[src/rtl/mem_port_arbiter_pkg.sv]
// Shared definitions for the two-requester memory port arbiter:
// FSM state encoding, requester IDs and default port widths.
package mem_port_arbiter_pkg;

    typedef enum logic [1:0] {
        ST_IDLE   = 2'd0,
        ST_ACCESS = 2'd1,
        ST_WAIT   = 2'd2,
        ST_ACK    = 2'd3
    } arb_state_t;

    localparam logic REQ_CPU = 1'b0;
    localparam logic REQ_LDR = 1'b1;

    localparam int DEF_ADDR_W = 10;
    localparam int DEF_DATA_W = 16;

endpackage

[src/rtl/rr_pick2.sv]
// Combinational 2-way round-robin selector: a sole requester wins,
// on a tie the requester that was not granted last wins.
module rr_pick2
    import mem_port_arbiter_pkg::*;
(
    input  logic req0,
    input  logic req1,
    input  logic last,
    output logic valid,
    output logic winner
);

    // Winner selection with tie broken against the last grantee
    always_comb begin
        valid = req0 | req1;
        if (req0 && req1) begin
            winner = ~last;
        end else if (req1) begin
            winner = REQ_LDR;
        end else begin
            winner = REQ_CPU;
        end
    end

endmodule

[src/rtl/mem_port_arbiter.sv]
// Shares one fixed-latency memory port between the CPU and the loader:
// round-robin grant, one mem_en strobe per transaction, one-cycle ack.
module mem_port_arbiter
    import mem_port_arbiter_pkg::*;
#(
    parameter int ADDR_W  = DEF_ADDR_W,
    parameter int DATA_W  = DEF_DATA_W,
    parameter int MEM_LAT = 1
) (
    input  logic              clk,
    input  logic              rst,
    input  logic              req0,
    input  logic              req1,
    input  logic              wr0,
    input  logic              wr1,
    input  logic [ADDR_W-1:0] addr0,
    input  logic [ADDR_W-1:0] addr1,
    input  logic [DATA_W-1:0] wdata0,
    input  logic [DATA_W-1:0] wdata1,
    output logic              ack0,
    output logic              ack1,
    output logic [DATA_W-1:0] rdata0,
    output logic [DATA_W-1:0] rdata1,
    output logic              mem_en,
    output logic              mem_wr,
    output logic [ADDR_W-1:0] mem_addr,
    output logic [DATA_W-1:0] mem_wdata,
    input  logic [DATA_W-1:0] mem_rdata,
    output logic              busy,
    output logic              owner
);

    localparam logic [2:0] LAT_LOAD = 3'(MEM_LAT - 1);

    arb_state_t        state_r;
    logic              last_r;
    logic [2:0]        cnt_r;
    logic              pick_valid_s;
    logic              pick_winner_s;
    logic              sel_wr_s;
    logic [ADDR_W-1:0] sel_addr_s;
    logic [DATA_W-1:0] sel_wdata_s;

    rr_pick2 u_pick (
        .req0   (req0),
        .req1   (req1),
        .last   (last_r),
        .valid  (pick_valid_s),
        .winner (pick_winner_s)
    );

    // Request fields of the current winner
    always_comb begin
        if (pick_winner_s == REQ_LDR) begin
            sel_wr_s    = wr1;
            sel_addr_s  = addr1;
            sel_wdata_s = wdata1;
        end else begin
            sel_wr_s    = wr0;
            sel_addr_s  = addr0;
            sel_wdata_s = wdata0;
        end
    end

    // Arbitration FSM; the mem_* registers double as the request latch,
    // loaded at grant so they are already valid in the ACCESS cycle
    always_ff @(posedge clk or posedge rst) begin
        if (rst) begin
            state_r   <= ST_IDLE;
            last_r    <= REQ_LDR;
            cnt_r     <= 3'd0;
            mem_en    <= 1'b0;
            mem_wr    <= 1'b0;
            mem_addr  <= {ADDR_W{1'b0}};
            mem_wdata <= {DATA_W{1'b0}};
            ack0      <= 1'b0;
            ack1      <= 1'b0;
            rdata0    <= {DATA_W{1'b0}};
            rdata1    <= {DATA_W{1'b0}};
            busy      <= 1'b0;
            owner     <= REQ_CPU;
        end else begin
            mem_en <= 1'b0;
            ack0   <= 1'b0;
            ack1   <= 1'b0;
            case (state_r)
                ST_IDLE: begin
                    if (pick_valid_s) begin
                        owner     <= pick_winner_s;
                        last_r    <= pick_winner_s;
                        mem_en    <= 1'b1;
                        mem_wr    <= sel_wr_s;
                        mem_addr  <= sel_addr_s;
                        mem_wdata <= sel_wdata_s;
                        busy      <= 1'b1;
                        state_r   <= ST_ACCESS;
                    end else begin
                        busy    <= 1'b0;
                        state_r <= ST_IDLE;
                    end
                end
                ST_ACCESS: begin
                    cnt_r   <= LAT_LOAD;
                    state_r <= ST_WAIT;
                end
                ST_WAIT: begin
                    if (cnt_r == 3'd0) begin
                        if (!mem_wr) begin
                            if (owner == REQ_LDR) begin
                                rdata1 <= mem_rdata;
                            end else begin
                                rdata0 <= mem_rdata;
                            end
                        end else begin
                            rdata0 <= rdata0;
                        end
                        if (owner == REQ_LDR) begin
                            ack1 <= 1'b1;
                        end else begin
                            ack0 <= 1'b1;
                        end
                        state_r <= ST_ACK;
                    end else begin
                        cnt_r <= cnt_r - 3'd1;
                    end
                end
                ST_ACK: begin
                    busy    <= 1'b0;
                    state_r <= ST_IDLE;
                end
                default: begin
                    busy    <= 1'b0;
                    state_r <= ST_IDLE;
                end
            endcase
        end
    end

endmodule

[config.mk]
export PLATFORM = sky130hd
export DESIGN_NAME = mem_port_arbiter
export DESIGN_NICKNAME = d
export VERILOG_FILES = /design/src/rtl/mem_port_arbiter_pkg.sv /design/src/rtl/rr_pick2.sv /design/src/rtl/mem_port_arbiter.sv
export SDC_FILE = /design/constraint.sdc
export NUM_CORES = 1
export LEC_CHECK = 0
export ABC_AREA = 1
export BUFFER_PORTS_ARGS = -buffer_cell sky130_fd_sc_hd__clkbuf_2
export CAP_MARGIN = 20
export CORE_MARGIN = 1
export CORE_UTILIZATION = 52
export DETAILED_ROUTE_END_ITERATION = 10
export PLACE_DENSITY = 0.95
export SYNTH_ARGS = -nofsm -noshare
export SYNTH_HDL_FRONTEND = slang
export SYNTH_SLANG_ARGS = --single-unit
[constraint.sdc]
create_clock -name clk -period 3.5 [get_ports clk]
set_input_delay 0 -clock clk [delete_from_list [all_inputs] [get_ports clk]]
set_output_delay 0 -clock clk [all_outputs]
set_load 0.03 [all_outputs]
==> impl_metrics.env <==
export IMPL_dp_hpwl_um=5370
export IMPL_skew_ps=6.85
export IMPL_antennaDiodeCount=0
export IMPL_yosysTopAreaCellShare_pct=51.1
export IMPL_grt_start_max_net_pins=52
export IMPL_outcome="completed"
export IMPL_fp_row_count=29
export IMPL_final_hold_violation_count=0
export IMPL_slew_headroom_pct=36.4
export IMPL_cp_data_required_time_ps=3740
export IMPL_setup_tns_ps=0
export IMPL_post_synth_top_area_cell="dfrtp_1"
export IMPL_root_buffer="clkbuf_8"
export IMPL_cts_tree="done"
export IMPL_ctsHtreeMaxLevel=3
export IMPL_rsz0062_at_grt="no"
export IMPL_cap_violations=0
export IMPL_first_pass_iters=4
export IMPL_netlist_area_um2=3380
export IMPL_numPortBuffers=137
export IMPL_die_h_um=82.6
export IMPL_path_class="reg2reg"
export IMPL_reg2reg_depth=6
export IMPL_leakage_nw=2.85
export IMPL_arrival_ps=3040
export IMPL_synth_area_top_cells="dfrtp_1 51%, nand2_1 14%, inv_1 8.9%"
export IMPL_end_kind="register"
export IMPL_drt_wl_total_um=9940
export IMPL_clock_sinks=70
export IMPL_drive_above_1_share_pct=30.7
export IMPL_mostFrequentLayoutCell="clkbuf_2"
export IMPL_drt_first_iter_violations=146
export IMPL_ys_seq_elements=70
export IMPL_drc=0
export IMPL_clkSlewWorstSetupHoldPaths_ps=80
export IMPL_setup_viol=0
export IMPL_clock_latency_ps=340
export IMPL_mostFrequentLayoutCells="137 x clkbuf_2, 122 x nand2_1, 79 x inv_1, 69 x dfrtp_1, 67 x dlygate4sd3_1"
export IMPL_antenna_found_initial=0
export IMPL_grt_pass1_wl_um=14600
export IMPL_cts_path_max_buffers=2
export IMPL_grt_ovfl_total=0
export IMPL_ios=138
export IMPL_drv_slew=0
export IMPL_fin_crit_sh_pct=80.0
export IMPL_syn_inst=407
export IMPL_start_util_pct=53.5
export IMPL_gp_congestion=0.750
export IMPL_detail_route_antenna_nets=0
export IMPL_yosys_warnings=0
export IMPL_syn_avg_cell_area_um2=8.31
export IMPL_grt_usage_pct=29.2
export IMPL_hold_path_class="in2reg"
export IMPL_dr_total_vias=3460
export IMPL_coreArea_um2=6310
export IMPL_crit_path_start_kind="register"
export IMPL_ys_types=22
export IMPL_vdd_drop_max_uv=712
export IMPL_avgViaCountPerCell=5.04
export IMPL_synthToLayoutAreaGrowth_pct=47.2
export IMPL_post_cts_buffers=0
export IMPL_cts_resized=0
export IMPL_dieArea_um2=6830
export IMPL_max_clock_freq_mhz=357
export IMPL_critPathMaxFanout=29
export IMPL_wl_per_cell_um=14.5
export IMPL_numCtsBuffers=9
export IMPL_die_w_um=82.6
export IMPL_p_total_mw=4.61
export IMPL_power_density_nw_per_um2=926
export IMPL_worstMarginPinSlew_ps=952
export IMPL_synth_nets=487
export IMPL_seq_area_frac_synth_pct=51.9
export IMPL_fin_nets=685
export IMPL_finalCriticalPeriod_ps=2800
export IMPL_hold_depth=5
export IMPL_grt_pass1_vias=3302
==> area by class of cell <==
type / count / area (um2)
Tap cell: 77 / 96.3
Clock buffer: 10 / 128
Inverter: 82 / 310
Timing Repair Buffer: 206 / 1380
Clock inverter: 6 / 134
Multi-Input combinational cell: 236 / 1170
Sequential cell: 70 / 1750
Fill cell: 406 / 1340
==> worst max-delay path: stages (launching register included) <==
cell           delay, ps
dfstp_2              530
nand2_1              550
nand2_2              720
nand2_1              150
nand3_1              130
dlygate4sd3_1        560
nand2_1               50
==> state kept, by name (all words and copies together) (netlist names) <==
name	count
rdata1	16
rdata0	16
state_r	2
mem_addr	10
ack0	1
busy	1
mem_en	1
owner	1
mem_wdata	16
last_r	1
ack1	1
mem_wr	1
cnt_r	3
==> kinds of logic (layout without fill, tap and decap cells) <==
family / count (synthesis) / after routing / share of synthesized area, %
buffers and inverters: 101 / 304 / 13.5
adder cells (fa/ha/maj): 6 / 6 / 2.22
flip-flops: 70 / 70 / 51.9
AND/OR/NAND/NOR: 191 / 191 / 24.1
AO/OA/AOI/OAI: 39 / 39 / 8.29
==> layer usage <==
| layer | share of wire, % | wire [um] | GRT usage [%] |
|---|---|---|---|
| met5 | 0 | 0 | 0 |
| met4 | 3.2 | 319 | 15.7 |
| met1 | 38 | 3810 | 31.4 |
| met2 | 51 | 5080 | 52.9 |
| met3 | 7.4 | 740 | 6.81 |
==> through the flow <==
step	area, um2	util (%)	std cells	hold slack (ps)	setup WS, ps
floorplan	3380	-	407	160	1730
global placement	4020	63.7	603	253	1420
detailed placement	4020	63.7	603	260	1330
CTS	4960	78.5	686	2.58	810
global route	4980	78.8	687	32.1	538
finish	4980	78.8	687	6.08	701
==> path summary, 6_finish.rpt <==
check	startpoint	endpoint	slack, ps
hold reg to reg	last_r	last_r	480
max in group asynchronous	rst	last_r	2590
hold / removal	addr1[1]	mem_addr[1]	6
setup reg to reg	last_r	mem_addr[2]	700
setup / recovery	last_r	mem_addr[2]	700
min in group asynchronous	rst	rdata1[7]	60
==> Yosys cell counts <==
library cell and number:
nand2_1 122, inv_1 80, dfrtp_1 69, nand3_1 56, o21ai_2 22, o21ai_1 10, buf_4 8, buf_2 6
ha_1 6, nor2_1 6, buf_6 5, o21ai_0 4, nand2_2 2, nor2_2 2, o22ai_1 2, a21oi_1 1
dfstp_2 1, inv_2 1, inv_4 1, nand4_2 1, nor2_4 1, or2_2 1
==> repair_timing <==
item / CTS / global route
hold endpoints to repair: 110 / 0
hold buffers: 67 / 0
endpoints found under the setup margin: 0 / 0
==> where the power goes <==
group	leakage (nW)	switching, mW	total [mW]	internal, mW
clock network	0.130	0.309	0.855	0.546
registers	0.861	0.248	1.45	1.21
logic	1.86	1.58	2.30	0.720
No activity file was read; power rests on OpenSTA's default activity.
